[src/rtl/vga_plot_arbiter_pkg.sv]
// Shared constants for the VGA plot arbiter: pixel widths, background colour,
// arbiter state encodings and the default burst cap.
package vga_plot_arbiter_pkg;

  localparam int unsigned UBYTE         = 8;
  localparam int unsigned COL_W         = 3;
  localparam int unsigned MAX_BURST_DEF = 255;

  typedef logic [UBYTE-1:0] ubyte_t;
  typedef logic [COL_W-1:0] colour_t;

  localparam colour_t COL_BG = 3'd0;

  localparam logic [0:0] ARB_IDLE = 1'b0;
  localparam logic [0:0] ARB_OWN  = 1'b1;

  // Width of an index into NREQ requesters; never zero.
  function automatic int unsigned idx_w(input int unsigned n);
    return (n > 1) ? $clog2(n) : 1;
  endfunction

endpackage

[src/rtl/vga_plot_arbiter_if.sv]
// Producer-side bus of the plot arbiter: flattened per-requester pixel inputs,
// one-hot grant and the registered pixel write towards the VGA adapter.
interface vga_plot_arbiter_if
  import vga_plot_arbiter_pkg::*;
#(
  parameter int unsigned NREQ = 3,
  parameter int unsigned XW   = UBYTE,
  parameter int unsigned YW   = UBYTE,
  parameter int unsigned CW   = COL_W
);

  logic                 enable;
  logic [NREQ-1:0]      req;
  logic [NREQ-1:0]      lock;
  logic [NREQ*XW-1:0]   x_in;
  logic [NREQ*YW-1:0]   y_in;
  logic [NREQ*CW-1:0]   color_in;
  logic [NREQ-1:0]      gnt;
  logic [XW-1:0]        x;
  logic [YW-1:0]        y;
  logic [CW-1:0]        color;
  logic                 plotPixel;
  logic                 busy;

  modport master (
    output enable, req, lock, x_in, y_in, color_in,
    input  gnt, x, y, color, plotPixel, busy
  );

  modport slave (
    input  enable, req, lock, x_in, y_in, color_in,
    output gnt, x, y, color, plotPixel, busy
  );

endinterface

[src/rtl/vga_plot_arbiter_rr_pick.sv]
// Combinational round-robin picker: first requester after `last` (wrapping)
// that is requesting and not excluded.
module vga_plot_arbiter_rr_pick #(
  parameter int unsigned NREQ = 3,
  parameter int unsigned IW   = 2
) (
  input  logic [NREQ-1:0] req,
  input  logic [IW-1:0]   last,
  input  logic [NREQ-1:0] excl,
  output logic            valid,
  output logic [IW-1:0]   idx
);

  int unsigned j;
  logic [IW-1:0] jj;

  always_comb begin
    valid = 1'b0;
    idx   = '0;
    j     = 0;
    jj    = '0;
    for (int unsigned k = 1; k <= NREQ; k++) begin
      j = 32'(last) + k;
      if (j >= NREQ) j = j - NREQ;
      jj = IW'(j);
      if (!valid && req[jj] && !excl[jj]) begin
        valid = 1'b1;
        idx   = jj;
      end
    end
  end

endmodule

[src/rtl/vga_plot_arbiter.sv]
// Round-robin owner of the single VGA adapter plot port; locked producers keep
// the port for bursts capped at MAX_BURST beats.
module vga_plot_arbiter
  import vga_plot_arbiter_pkg::*;
#(
  parameter int unsigned NREQ      = 3,
  parameter int unsigned XW        = UBYTE,
  parameter int unsigned YW        = UBYTE,
  parameter int unsigned CW        = COL_W,
  parameter int unsigned MAX_BURST = MAX_BURST_DEF
) (
  input logic              clk,
  input logic              resetn,
  vga_plot_arbiter_if.slave bus
);

  localparam int unsigned   IW       = idx_w(NREQ);
  localparam logic [IW-1:0] LAST_RST = IW'(NREQ - 1);

  logic [0:0]      state_q, state_d;
  logic [IW-1:0]   own_q, own_d;
  logic [IW-1:0]   last_q, last_d;
  logic [7:0]      cnt_q, cnt_d;
  logic [8:0]      cnt_inc;
  logic [NREQ-1:0] gnt;
  logic            beat;
  logic            pick_valid;
  logic [IW-1:0]   pick_idx;
  logic [IW-1:0]   pick_last;
  logic [NREQ-1:0] pick_excl;
  logic [XW-1:0]   x_q;
  logic [YW-1:0]   y_q;
  logic [CW-1:0]   color_q;
  logic            plot_q;

  always_comb begin
    gnt = '0;
    if (state_q == ARB_OWN) gnt[own_q] = bus.req[own_q] & bus.enable;
  end

  assign beat = |gnt;

  // While owning, search from the owner so it ends up at lowest priority; a
  // finished burst also excludes the owner outright.
  assign pick_last = (state_q == ARB_OWN) ? own_q : last_q;

  always_comb begin
    pick_excl = '0;
    if (beat) pick_excl[own_q] = 1'b1;
  end

  vga_plot_arbiter_rr_pick #(
    .NREQ (NREQ),
    .IW   (IW)
  ) u_rr_pick (
    .req   (bus.req),
    .last  (pick_last),
    .excl  (pick_excl),
    .valid (pick_valid),
    .idx   (pick_idx)
  );

  assign cnt_inc = {1'b0, cnt_q} + 9'd1;

  always_comb begin
    state_d = state_q;
    own_d   = own_q;
    last_d  = last_q;
    cnt_d   = cnt_q;
    unique case (state_q)
      ARB_IDLE: begin
        if (pick_valid) begin
          state_d = ARB_OWN;
          own_d   = pick_idx;
        end
      end
      ARB_OWN: begin
        if (bus.enable) begin
          if (beat && bus.lock[own_q] && (cnt_inc < 9'(MAX_BURST))) begin
            cnt_d = cnt_q + 8'd1;
          end else begin
            // Covers both a finished burst and an owner that dropped req.
            last_d = own_q;
            cnt_d  = '0;
            if (pick_valid) own_d = pick_idx;
            else            state_d = ARB_IDLE;
          end
        end
      end
      default: state_d = ARB_IDLE;
    endcase
  end

  always_ff @(posedge clk or negedge resetn) begin
    if (!resetn) begin
      state_q <= ARB_IDLE;
      own_q   <= '0;
      last_q  <= LAST_RST;
      cnt_q   <= '0;
    end else begin
      state_q <= state_d;
      own_q   <= own_d;
      last_q  <= last_d;
      cnt_q   <= cnt_d;
    end
  end

  always_ff @(posedge clk or negedge resetn) begin
    if (!resetn) begin
      x_q     <= '0;
      y_q     <= '0;
      color_q <= CW'(COL_BG);
      plot_q  <= 1'b0;
    end else begin
      plot_q <= beat;
      if (beat) begin
        x_q     <= bus.x_in[own_q*XW +: XW];
        y_q     <= bus.y_in[own_q*YW +: YW];
        color_q <= bus.color_in[own_q*CW +: CW];
      end
    end
  end

  assign bus.gnt       = gnt;
  assign bus.x         = x_q;
  assign bus.y         = y_q;
  assign bus.color     = color_q;
  assign bus.plotPixel = plot_q;
  assign bus.busy      = (state_q == ARB_OWN);

endmodule

[src/flat_wrapper.sv]
// flat-port wrapper written by rule: the top's interface ports become plain ports
module vga_plot_arbiter_flat import vga_plot_arbiter_pkg::*;
#(
  parameter int unsigned NREQ      = 3,
  parameter int unsigned XW        = UBYTE,
  parameter int unsigned YW        = UBYTE,
  parameter int unsigned CW        = COL_W,
  parameter int unsigned MAX_BURST = MAX_BURST_DEF
)
  (clk, resetn, bus_enable, bus_req, bus_lock, bus_x_in, bus_y_in, bus_color_in, bus_gnt, bus_x, bus_y, bus_color, bus_plotPixel, bus_busy);
  vga_plot_arbiter_if #(.NREQ(NREQ), .XW(XW), .YW(YW), .CW(CW)) bus_i ();
  input logic clk;
  input logic resetn;
  input wire logic [$bits(bus_i.enable)-1:0] bus_enable;
  input wire logic [$bits(bus_i.req)-1:0] bus_req;
  input wire logic [$bits(bus_i.lock)-1:0] bus_lock;
  input wire logic [$bits(bus_i.x_in)-1:0] bus_x_in;
  input wire logic [$bits(bus_i.y_in)-1:0] bus_y_in;
  input wire logic [$bits(bus_i.color_in)-1:0] bus_color_in;
  output wire logic [$bits(bus_i.gnt)-1:0] bus_gnt;
  output wire logic [$bits(bus_i.x)-1:0] bus_x;
  output wire logic [$bits(bus_i.y)-1:0] bus_y;
  output wire logic [$bits(bus_i.color)-1:0] bus_color;
  output wire logic [$bits(bus_i.plotPixel)-1:0] bus_plotPixel;
  output wire logic [$bits(bus_i.busy)-1:0] bus_busy;
  assign bus_i.enable = bus_enable;
  assign bus_i.req = bus_req;
  assign bus_i.lock = bus_lock;
  assign bus_i.x_in = bus_x_in;
  assign bus_i.y_in = bus_y_in;
  assign bus_i.color_in = bus_color_in;
  assign bus_gnt = bus_i.gnt;
  assign bus_x = bus_i.x;
  assign bus_y = bus_i.y;
  assign bus_color = bus_i.color;
  assign bus_plotPixel = bus_i.plotPixel;
  assign bus_busy = bus_i.busy;
  vga_plot_arbiter #(.NREQ(NREQ), .XW(XW), .YW(YW), .CW(CW), .MAX_BURST(MAX_BURST)) u_core (.clk(clk), .resetn(resetn), .bus(bus_i));
endmodule
[config.mk]
export PLATFORM = sky130hd
export DESIGN_NAME = vga_plot_arbiter_flat
export DESIGN_NICKNAME = d
export VERILOG_FILES = /design/src/rtl/vga_plot_arbiter_pkg.sv /design/src/rtl/vga_plot_arbiter_if.sv /design/src/rtl/vga_plot_arbiter_rr_pick.sv /design/src/rtl/vga_plot_arbiter.sv /design/src/flat_wrapper.sv
export SDC_FILE = /design/constraint.sdc
export NUM_CORES = 1
export LEC_CHECK = 0
export ABC_AREA = 1
export CAP_MARGIN = 20
export CORE_MARGIN = 2
export CORE_UTILIZATION = 44
export CTS_BUF_LIST = sky130_fd_sc_hd__clkbuf_8
export DETAILED_ROUTE_END_ITERATION = 6
export HOLD_SLACK_MARGIN = 0.12
export PLACE_DENSITY = 0.78
export SLEW_MARGIN = 20
export SYNTH_ARGS = -nofsm -noshare
export SYNTH_HDL_FRONTEND = slang
export SYNTH_SLANG_ARGS = --single-unit
[constraint.sdc]
create_clock -name clk -period 2.62 [get_ports clk]
set_input_delay 0.524 -clock clk [delete_from_list [all_inputs] [get_ports clk]]
set_output_delay 0.524 -clock clk [all_outputs]
set_load 0.005 [all_outputs]
==> flow_summary.json, run 1 <==
{
  "outcome": "complete, no violations",
  "peakVddDrop_mv": 0.583,
  "gp_congestion": 0.875,
  "required_ns": 2.10,
  "synth_nets": 352,
  "setup_viol": 0,
  "critPathMaxFanout": 3,
  "max_freq_mhz": 398,
  "slew_headroom": 0.722,
  "grt_usage": 0.243,
  "yosys-top-cells-area": "dfrtp_1 (37%), nand2_1 (14%), nand3_1 (9.0%)",
  "cts_tree": "done",
  "skew_ns": 0.00877,
  "arrival_ns": 1.99,
  "met2_length_um": 3230,
  "cts_setup_buffers": 0,
  "die_w_um": 74.3,
  "hold_viol_final": 0,
  "layout_setup_ws_ns": 0.105,
  "grt_pass1_wl_um": 10200,
  "whs_ns": 0.503,
  "min_path_type": "reg2reg",
  "critPathKind": "in2out",
  "vias_per_cell": 5.15,
  "grt_max_degree": 34,
  "worst_pin_slew_ns": 0.417,
  "clock_latency_ns": 0.28,
  "numCtsBuffers": 5,
  "final_nets": 446,
  "diodes": 0,
  "synth_top_area_share": 0.368,
  "avgRoutedWirePerCell_um": 14.4,
  "maxSlewViolCount": 0,
  "antenna_found_initial": 0,
  "netlist_top_cells_count": "nand2_1 (79), nand3_1 (39), dfrtp_1 (32)",
  "end_kind": "primary output",
  "drc": 0,
  "synth_ff_type": "dfrtp_1",
  "synth_area_per_cell_um2": 7.69,
  "cts_max_path_buffers": 2,
  "syn_to_final_growth_pct": 50.2,
  "post-synth-top-count-cell": "nand2_1",
  "postSynth.asyncResetShare": 1.00,
  "ys_warn_count": 0,
  "clk_pin_slew_ns": 0.06,
  "core_um2": 4750,
  "cts_root_buffer": "clkbuf_8",
  "seq_area_frac_synth": 0.380,
  "initial_utilization": 0.458,
  "clock_sinks": 33,
  "first_global_vias": 2224,
  "period_needed_ns": 2.52,
  "htreeDepth": 2,
  "detailedPlace.worstSlack_ns": 0.0743,
  "post-synth-top-area-cell": "dfrtp_1",
  "p_leak_uw": 0.00140,
  "drt_iter0_markers": 170,
  "p_per_area_nw_per_um2": 943,
  "final_antenna_net_count": 0,
  "synth_edf_count": 0,
  "synthCells": 283,
  "drive_gt1_frac": 0.111,
  "syn-cell-area_um2": 2180,
  "timing.final.crit_share": 0.960,
  "die_area_um2": 5530,
  "fp-row-count": 25,
  "drt-total-wl_um": 6400,
  "ys_types": 30,
  "grt_remaining_overflow": 0,
  "setup.worst_path.start_class": "primary input",
  "maxCapViolations": 0,
  "via_count": 2291,
  "total_power_uw": 3080,
  "wl_met3_um": 292,
  "port_buffers": 89,
  "maxUsedRoutingLayer": "met4",
  "first_pass_iters": 4,
  "synth_seq_cells": 33,
  "io_pins": 90,
  "wl_met1_um": 2690,
  "dp_hpwl_um": 4880,
  "die_h_um": 74.3
}
## what timing repair did
item,CTS,global route
resized for setup,0,2
endpoints found under the setup margin,0,2
hold buffers,0,0
## state kept, by name, summed over array words and instances (netlist names)
signal / flops
u_core.bus.x: 8
u_core.bus.color: 3
u_core.bus.y: 8
u_core.own_q: 2
u_core.bus.busy: 1
u_core.cnt_q: 8
u_core.last_q: 2
u_core.bus.plotPixel: 1
## through the flow
stage                     area (um2)  setup TNS, ns  instances  utilization
after floorplan                 2180              0        283            -
after global placement          3170              0        437        0.667
after detailed placement        3170              0        437        0.667
after CTS                       3260              0        445        0.686
after global routing            3270      -0.000596        445        0.688
final                           3270              0        445        0.688
## metal layers
metal	global-route usage	up-vias
li1	-	1142
met1	0.310	1074
met2	0.394	59
met3	0.0488	16
met4	0.119	0
met5	0	-
## final timing paths
path / start / endpoint / slack [ns] / depth (start not counted)
max: bus_enable / bus_gnt[0] / 0.10 / 6
min: u_core.last_q[0]$_DFFE_PN0P_ / u_core.last_q[0]$_DFFE_PN0P_ / 0.50 / 2
max reg2reg: u_core.bus.busy$_DFF_PN0_ / u_core.own_q[1]$_DFFE_PN0P_ / 0.28 / 12
min reg2reg: u_core.last_q[0]$_DFFE_PN0P_ / u_core.last_q[0]$_DFFE_PN0P_ / 0.50 / 2
max in group asynchronous: resetn / u_core.last_q[1]$_DFFE_PN1P_ / 1.64 / 2
min in group asynchronous: resetn / u_core.bus.y[6]$_DFFE_PN0N_ / 0.64 / 2
## report_power, final
group	switching [uW]	internal, uW	total [uW]
Sequential	129	718	847
Combinational	979	872	1850
Clock	179	206	385
## layout by cell type, fill, tap and decap left out
cell / instances
inv_1: 25
dlymetal6s2s_1: 1
a41oi_1: 9
dfstp_2: 1
dfrtp_1: 32
nand4_1: 4
nor3_2: 2
or2_0: 1
a21oi_1: 3
clkdlybuf4s50_1: 88
buf_4: 10
a41oi_2: 10
clkbuf_8: 6
inv_2: 3
o21ai_0: 11
o22ai_1: 2
nand3_1: 39
nor3_1: 1
o31ai_1: 1
nand2_2: 3
nand3_2: 3
o211ai_1: 1
xnor2_1: 1
buf_12: 1
nor2_1: 27
xor2_1: 4
nor2_4: 2
ha_1: 3
nand2_1: 79
nand2_4: 1
nand3b_1: 4
## critical path, stage by stage
cell	delay, ns
clkdlybuf4s50_1	0.52
nand2_2	0.09
nor3_1	0.20
nand2_1	0.11
inv_1	0.06
clkdlybuf4s50_1	0.49
## area by class of cell
cell class | count | area (um2)
Inverter | 26 | 97.6
Clock buffer | 6 | 82.6
Clock inverter | 2 | 7.51
Tap cell | 67 | 83.8
Multi-Input combinational cell | 211 | 1180
Sequential cell | 33 | 827
Timing Repair Buffer | 100 | 988
Fill cell | 430 | 1490
## kinds of logic after synthesis
kind of cell	count (synthesis)	synth area share
xor+xnor	5	0.0201
fa+ha+maj	3	0.0172
compound gates	37	0.156
buf+inv	39	0.0793
simple gates	166	0.348
flops	33	0.380
Power figures use the tool's default switching activity.
==> inputs of run 2 (changes only) <==
CORE_UTILIZATION = 48   (was 44)
PLACE_DENSITY = 0.84   (was 0.78)
clock period = 3.21 ns   (was 2.62 ns; I/O delays follow)
==> run 2 against run 1 <==
  * Routed wire length rose by 4.3%
  * Sequential power fell by 17%
  * Global-route usage rose by 2.7 points
  * First-iteration DRC count rose by 12%
  * Clock skew barely moved
  * Sequential cell count did not move
  * Die area fell by 7.9%
  * Non-clock buffer count fell by 5
  * Sequential share of layout area rose by 0.50 points
  * Hold slack got worse by 0.011 ns
  * Combinational power fell by 19%
==> flow_summary.json, run 2 (synthesis results as in run 1) <==
{
  "outcome": "complete, no violations",
  "drc": 0,
  "maxSlewViolCount": 0,
  "required_ns": 2.57,
  "cp_slowest_cell": "clkdlybuf4s50_1",
  "fp-row-count": 24,
  "die_h_um": 71.3,
  "post-place-cells": 417,
  "drive_gt1_frac": 0.0965,
  "crit_top_cell": "clkdlybuf4s50_1",
  "hold_start": "u_core.last_q[1]$_DFFE_PN1P_",
  "utilization": 0.736,
  "cts_root_buffer": "clkbuf_8",
  "min_path_type": "reg2reg",
  "gp_congestion": 0.880,
  "grt_pass1_wl_um": 10900,
  "clk_pin_slew_ns": 0.07,
  "holdPathEnd": "u_core.last_q[1]$_DFFE_PN1P_",
  "arrival_ns": 2.23,
  "htreeDepth": 2,
  "drt_iter0_markers": 191,
  "max_freq_mhz": 348,
  "skew_ns": 0.00852,
  "final_antenna_net_count": 0,
  "io_pins": 90,
  "p_per_area_nw_per_um2": 790,
  "period_needed_ns": 2.87,
  "antenna_found_initial": 0,
  "via_count": 2364,
  "hold_viol_final": 0,
  "final_nets": 441,
  "setup.worst_path.start_class": "primary input",
  "core_um2": 4350,
  "die_w_um": 71.3,
  "diodes": 0,
  "crit_chain": "clkdlybuf4s50_1 -> nand2_2 -> nor3_1 -> nand2_1 -> inv_1 -> clkdlybuf4s50_1",
  "first_global_vias": 2406,
  "tns_ns": 0,
  "vias_per_cell": 5.56,
  "regToRegSetupSlack_ns": 0.70,
  "whs_path_depth": 2,
  "avgRoutedWirePerCell_um": 15.7,
  "critPathKind": "in2out",
  "r2r_start": "u_core.own_q[1]$_DFFE_PN0P_",
  "slowest_delay_ns": 0.53,
  "drt-total-wl_um": 6670,
  "clock_sinks": 33,
  "cts_resized": 0,
  "dp_hpwl_um": 4960,
  "cts_tree": "done",
  "ff2ff_path_depth": 14,
  "stdcell_count": 425,
  "die_area_um2": 5090,
  "cts_max_path_buffers": 2,
  "grt_usage": 0.270,
  "cts_setup_buffers": 0,
  "initial_utilization": 0.500,
  "setup_viol": 0,
  "maxCapViolations": 0,
  "ctsHoldBuffers": 0,
  "end_kind": "primary output",
  "syn_to_final_growth_pct": 47.2,
  "timing.final.crit_share": 0.894,
  "multi_input_area_um2": 1180,
  "grt_max_degree": 40,
  "slew_headroom": 0.621,
  "first_pass_iters": 4,
  "critPathMaxFanout": 8,
  "worst_pin_slew_ns": 0.568,
  "clock_latency_ns": 0.29,
  "rsz0062_at_grt": "no",
  "final_cell_mix": "clkdlybuf4s50_1 (89), nand2_1 (79), nand3_1 (39), dfrtp_1 (32), nor2_1 (27)",
  "numCtsBuffers": 5,
  "final_common_cell": "clkdlybuf4s50_1",
  "grt_remaining_overflow": 0,
  "peakVddDrop_mv": 0.424,
  "p_leak_uw": 0.00137,
  "rr_endpoint": "u_core.own_q[1]$_DFFE_PN0P_",
  "fill_cells": 339,
  "port_buffers": 89,
  "regArea_um2": 827
}
-- run 2: cell count changes in the layout (fill, tap and decap cells not counted) --
| cell | before | now |
|---|---|---|
| buf_4 | 10 | 5 |
| clkdlybuf4s50_1 | 88 | 89 |
| dlymetal6s2s_1 | 1 | 0 |
| nor3_1 | 1 | 2 |
| nor3_2 | 2 | 1 |
-- run 2: worst max-delay path by stage --
| stage | from | end | slack, ns | depth (start not counted) |
|---|---|---|---|---|
| after global placement | bus_enable | bus_gnt[0] | 0.39 | 6 |
| after CTS | bus_enable | bus_gnt[0] | 0.34 | 6 |
| after global routing | bus_enable | bus_gnt[1] | 0.22 | 6 |
| final | bus_enable | bus_gnt[0] | 0.34 | 6 |
| after detailed placement | bus_enable | bus_gnt[0] | 0.35 | 6 |
| after floorplan | u_core.bus.busy$_DFF_PN0_ | u_core.own_q[0]$_DFFE_PN0P_ | 1.18 | 12 |
-- run 2: power breakdown --
group          total (uW)  leakage (uW)  switching [uW]  internal [uW]
registers             707      0.000395             122            585
logic                1500      0.000918             808            690
clock network         327     0.0000538             159            169
-- run 2: per-stage QoR --
step / setup slack [ns] / instance area (um2) / hold slack, ns / power (uW)
floorplan: 1.18 / 2180 / 0.346 / 1610
global placement: 0.386 / 3120 / 0.469 / 2160
detailed placement: 0.346 / 3120 / 0.481 / 2200
CTS: 0.340 / 3210 / 0.492 / 2530
global route: 0.218 / 3210 / 0.513 / 2720
finish: 0.340 / 3210 / 0.493 / 2530
-- run 2: cell type report --
| cell class | count | share of cell area |
|---|---|---|
| multi-input combinational | 211 | 0.367 |
| tap | 52 | 0.0203 |
| sequential | 33 | 0.258 |
| timing repair buffer | 95 | 0.296 |
| clock buffer | 6 | 0.0258 |
| clock inverter | 2 | 0.00234 |
| inverter | 26 | 0.0304 |
-- run 2: routing by layer --
metal | global-route usage | vias to the layer above | wire (um)
met5 | 0 | - | 0
met4 | 0.132 | 0 | 259
met3 | 0.0549 | 24 | 306
met2 | 0.461 | 79 | 3420
met1 | 0.323 | 1124 | 2690
li1 | - | 1137 | -
-- run 2: critical path, delay by kind of cell --
| kind | cells | cell delay (ns) |
|---|---|---|
| buffers and inverters | 3 | 1.09 |
| and+or+nand+nor | 3 | 0.49 |
==> patch 1: new RTL, settings of run 2 <==
`NREQ` is set to 3 in 4 places; all go to 2.
--- a/src/rtl/vga_plot_arbiter_if.sv
+++ b/src/rtl/vga_plot_arbiter_if.sv
@@ -5,3 +5,3 @@
 #(
-  parameter int unsigned NREQ = 3,
+  parameter int unsigned NREQ = 2,
   parameter int unsigned XW   = UBYTE,
--- a/src/rtl/vga_plot_arbiter_rr_pick.sv
+++ b/src/rtl/vga_plot_arbiter_rr_pick.sv
@@ -3,3 +3,3 @@
 module vga_plot_arbiter_rr_pick #(
-  parameter int unsigned NREQ = 3,
+  parameter int unsigned NREQ = 2,
   parameter int unsigned IW   = 2
--- a/src/rtl/vga_plot_arbiter.sv
+++ b/src/rtl/vga_plot_arbiter.sv
@@ -5,3 +5,3 @@
 #(
-  parameter int unsigned NREQ      = 3,
+  parameter int unsigned NREQ      = 2,
   parameter int unsigned XW        = UBYTE,
--- a/src/flat_wrapper.sv
+++ b/src/flat_wrapper.sv
@@ -3,3 +3,3 @@
 #(
-  parameter int unsigned NREQ      = 3,
+  parameter int unsigned NREQ      = 2,
   parameter int unsigned XW        = UBYTE,
Ports: changed (6 resized); port bits go from 90 to 68. No check against the original RTL was run, so the function may have changed too.
==> patch 1 against run 2 <==
Routed wire length is 42% lower. Critical path depth unchanged. Worst setup slack better by 210 ps. Power is 41% lower. Design area shrank 26%. Synthesized area down 28%. Sequential cell count down 2. Maximum frequency is 7.8% higher. Synthesized cell count fell by 35%. Clock skew is 5.9 ps lower. Via count down 35%. Critical endpoint unchanged. Largest cell class is now sequential cells. Highest routed layer unchanged.
==> patch 1: results (changes against run 2) <==
grt met3 use -> 9.03% (+3.5 points)
R2R setup slack -> 1490 ps (+790 ps)
slowest stage delay, CP -> 500 ps (-30 ps)
status -> finished, final reports clean
drt first-iter violations -> 43 (-77%)
Synth area leaders -> dfrtp_1 (48%), nand2_1 (16%), a22oi_1 (9.1%)
RR Startpoint -> u_core.bus.busy$_DFF_PN0_
dpl hpwl -> 2.86 mm (-42%)
VDD IR max -> 0.424 mV (about the same)
sequential share of power -> 41.1% (+13 points)
number of vias in the routed layout -> 1526 (-35%)
Worst R2R Path Depth -> 13 (-1)
sequential area share after synthesis -> 49.4% (+11 points)
post-route met1 wirelength -> 1.55 mm (-43%)
first-pass GRT wire length -> 6.15 mm (-43%)
Avg Cell Area, Syn -> 8.51 sq um (+11%)
combinational logic power -> 575 uW (-62%)
layout cells sized above 1 -> 12.1% (+2.4 points)
number of global-route vias before repair -> 1376 (-43%)
pin slew with the least headroom to its limit -> 384 ps (-185 ps)
hold path endpoint -> u_core.bus.color[0]$_DFFE_PN0N_
DP Area -> 2300 sq um (-26%)
GR Util All Layers -> 23.1% (-3.9 points)
synth cell count leaders -> nand2_1 (68), dfrtp_1 (30), a22oi_1 (19), inv_1 (14), nand3_1 (10)
GR Layer Usage met2 -> 36.9% (-9.2 points)
Worst EP arrival -> 2020 ps (-210 ps)
==> patch 1: cell count changes in the layout (fill, tap and decap cells not counted), sizes merged, moves of 4 or more <==
cell                  run 2  this run
nand3                    42        11
clkdlybuf4s50            89        67
a22oi                     0        19
a41oi                    19         0
nor2                     29        10
inv                      28        17
nand2                    83        76
o21ai                    11         6
nand4                     4         0
xor2                      4         0
==> patch 1: logic make-up after synthesis <==
group                      after synthesis  synth area share (%)
DFF                                     31                  49.4
and+or+nand+nor                         98                  29.7
adders and majority gates                1                 0.795
buffers and inverters                   24                  6.44
AOI/OAI and AO/OA                       31                  13.8
==> patch 1: how the worst max path moves through the flow <==
| stage | from | end | cells past startpoint |
|---|---|---|---|
| after floorplan | bus_enable | bus_gnt[0] | 5 |
| after global placement | bus_enable | bus_gnt[0] | 6 |
| after detailed placement | bus_enable | bus_gnt[0] | 6 |
| after CTS | bus_enable | bus_gnt[0] | 6 |
| after global routing | bus_enable | bus_gnt[0] | 6 |
| final | bus_enable | bus_gnt[0] | 6 |
==> patch 1: through the flow <==
stage          hold WS [ps]  power, mW  setup slack [ps]  utilization (%)
6_report                478       1.49               547             77.6
5_1_grt                 496       1.60               445             77.6
4_1_cts                 479       1.51               526             77.6
3_5_place_dp            465       1.20               533             74.7
3_3_place_gp            461       1.19               557             74.7
2_1_floorplan           346      0.828              1420                -
==> patch 1: worst min-delay path, stage by stage, from the launching register on <==
cell	delay, ps
dfrtp_1	340
nand2_1	50
nand2_1	50
==> patch 1: area by class of cell <==
type,instances,area [sq um]
clock buffer,6,82.6
timing repair buffer,71,701
multi-input combinational,130,696
fill,230,691
clock inverter,1,5.00
tap,44,55.1
sequential,31,777
inverter,18,71.3
==> patch 2: new RTL, settings of run 2 <==
Without the edit above. Make the reset (`resetn`) synchronous in 2 clocked blocks.
--- a/src/rtl/vga_plot_arbiter.sv
+++ b/src/rtl/vga_plot_arbiter.sv
@@ -93,3 +93,3 @@
 
-  always_ff @(posedge clk or negedge resetn) begin
+  always_ff @(posedge clk) begin
     if (!resetn) begin
@@ -107,3 +107,3 @@
 
-  always_ff @(posedge clk or negedge resetn) begin
+  always_ff @(posedge clk) begin
     if (!resetn) begin
Behaviour: differs if resetn is asserted again (counterexample within 4 cycles, from zero or initial values and one cycle with resetn low); with resetn held inactive, the same outputs for 4 cycles.
==> patch 2 against run 2 <==
Sequential cell count did not move. Core utilization decreased by 1.1 points. Power is 20% lower. Count of clock-buffer cells in the layout up 1. Register-to-register slack gained 180 ps. Routed wire length decreased by 6.4%. Synthesized area down 1.9%. Worst setup slack improved by 40 ps. Sequential share of layout area decreased by 4.7 points. Non-clock buffer count down 1. Design area fell by 2.2%. Largest power group unchanged.
==> patch 2: results (changes against run 2) <==
area share of fa/ha/maj cells after synthesis -> 1.76% (+0.033 points)
DP Area -> 3030 sq um (-2.7%)
number of global-route vias before repair -> 2321 (-3.5%)
synth cell count leaders -> nand2_1 (108), dfxtp_1 (33), nand3_1 (21), nor2_1 (21)
Leakage Power -> 1.25 nW (-8.3%)
clock-cell share of area -> 3.23% (+0.42 points)
largest net degree at the start of global routing -> 39 (-2.5%)
xor/xnor share of the synthesized area -> 0% (-2.0 points)
first-pass GRT wire length -> 10.4 mm (-4.7%)
slowest stage delay, CP -> 650 ps (+120 ps)
clock buf count -> 7 (+1)
fill cell count -> 377 (+11%)
Final Skew -> 9.14 ps (+0.617 ps)
buffers outside the clock class -> 94 (-1.1%)
Signal buf overhead -> 29.6% (+0.034 points)
Met2 Wirelength -> 2.97 mm (-13%)
total iterations of the first detailed-routing run -> 5 (+1)
Hold Path Origin -> u_core.last_q[0]$_SDFFE_PN0P_
Yosys cell types -> 31 (+3.3%)
post-route met1 wirelength -> 2.50 mm (-7.1%)
sequential area share after synthesis -> 30.9% (-7.1 points)
drt first-iter violations -> 134 (-30%)
VDD IR max -> 0.365 mV (-14%)
complex-gate fraction of the synthesized area -> 17.6% (+2.0 points)
inverters -> 32 (+23%)
Synth top area share -> 30.9% (-5.9 points)
R2R setup slack -> 880 ps (+180 ps)
area of the multi-input gates -> 1260 sq um (+6.8%)
Fmax achieved -> 353 MHz (+1.4%)
GR Util All Layers -> 25.4% (-1.5 points)
drt wl/cell -> 13.5 um (-14%)
Synth area leaders -> dfxtp_1 (31%), nand2_1 (19%), a41oi_1 (7.4%)
worst-path fanout max -> 7 (-1)
Post-synth ARST share -> 0% (-100 points)
status -> finished, final reports clean
## patch 2: cell count changes after synthesis, moves of 6 or more
cell	change
dfxtp_1	+33
dfrtp_1	-32
nand2_1	+29
nand3_1	-18
a21oi_1	+10
a41oi_2	-10
a41oi_1	+9
o21ai_0	+9
inv_2	+8
nor2_1	-6
## patch 2: final timing paths
check                           cells past startpoint                             to
worst max-delay path                                6                     bus_gnt[1]
worst min-delay path                                2  u_core.last_q[0]$_SDFFE_PN0P_
worst max register to register                     12   u_core.own_q[0]$_SDFFE_PN0P_
worst min register to register                      2  u_core.last_q[0]$_SDFFE_PN0P_
## patch 2: report_power, final
group,internal (mW),switching [mW]
clock,0.194,0.156
sequential,0.490,0.0711
combinational,0.466,0.643
total,1.15,0.871
## patch 2: stage by stage
stage                     cells  hold slack (ps)  util, %  total power [mW]
after detailed placement    455              479     70.1              1.66
after CTS                   463              493     72.5              2.02
after floorplan             327              453        -              1.29
after global routing        463              511     72.5              2.18
final                       463              492     72.5              2.02
after global placement      455              468     70.1              1.64
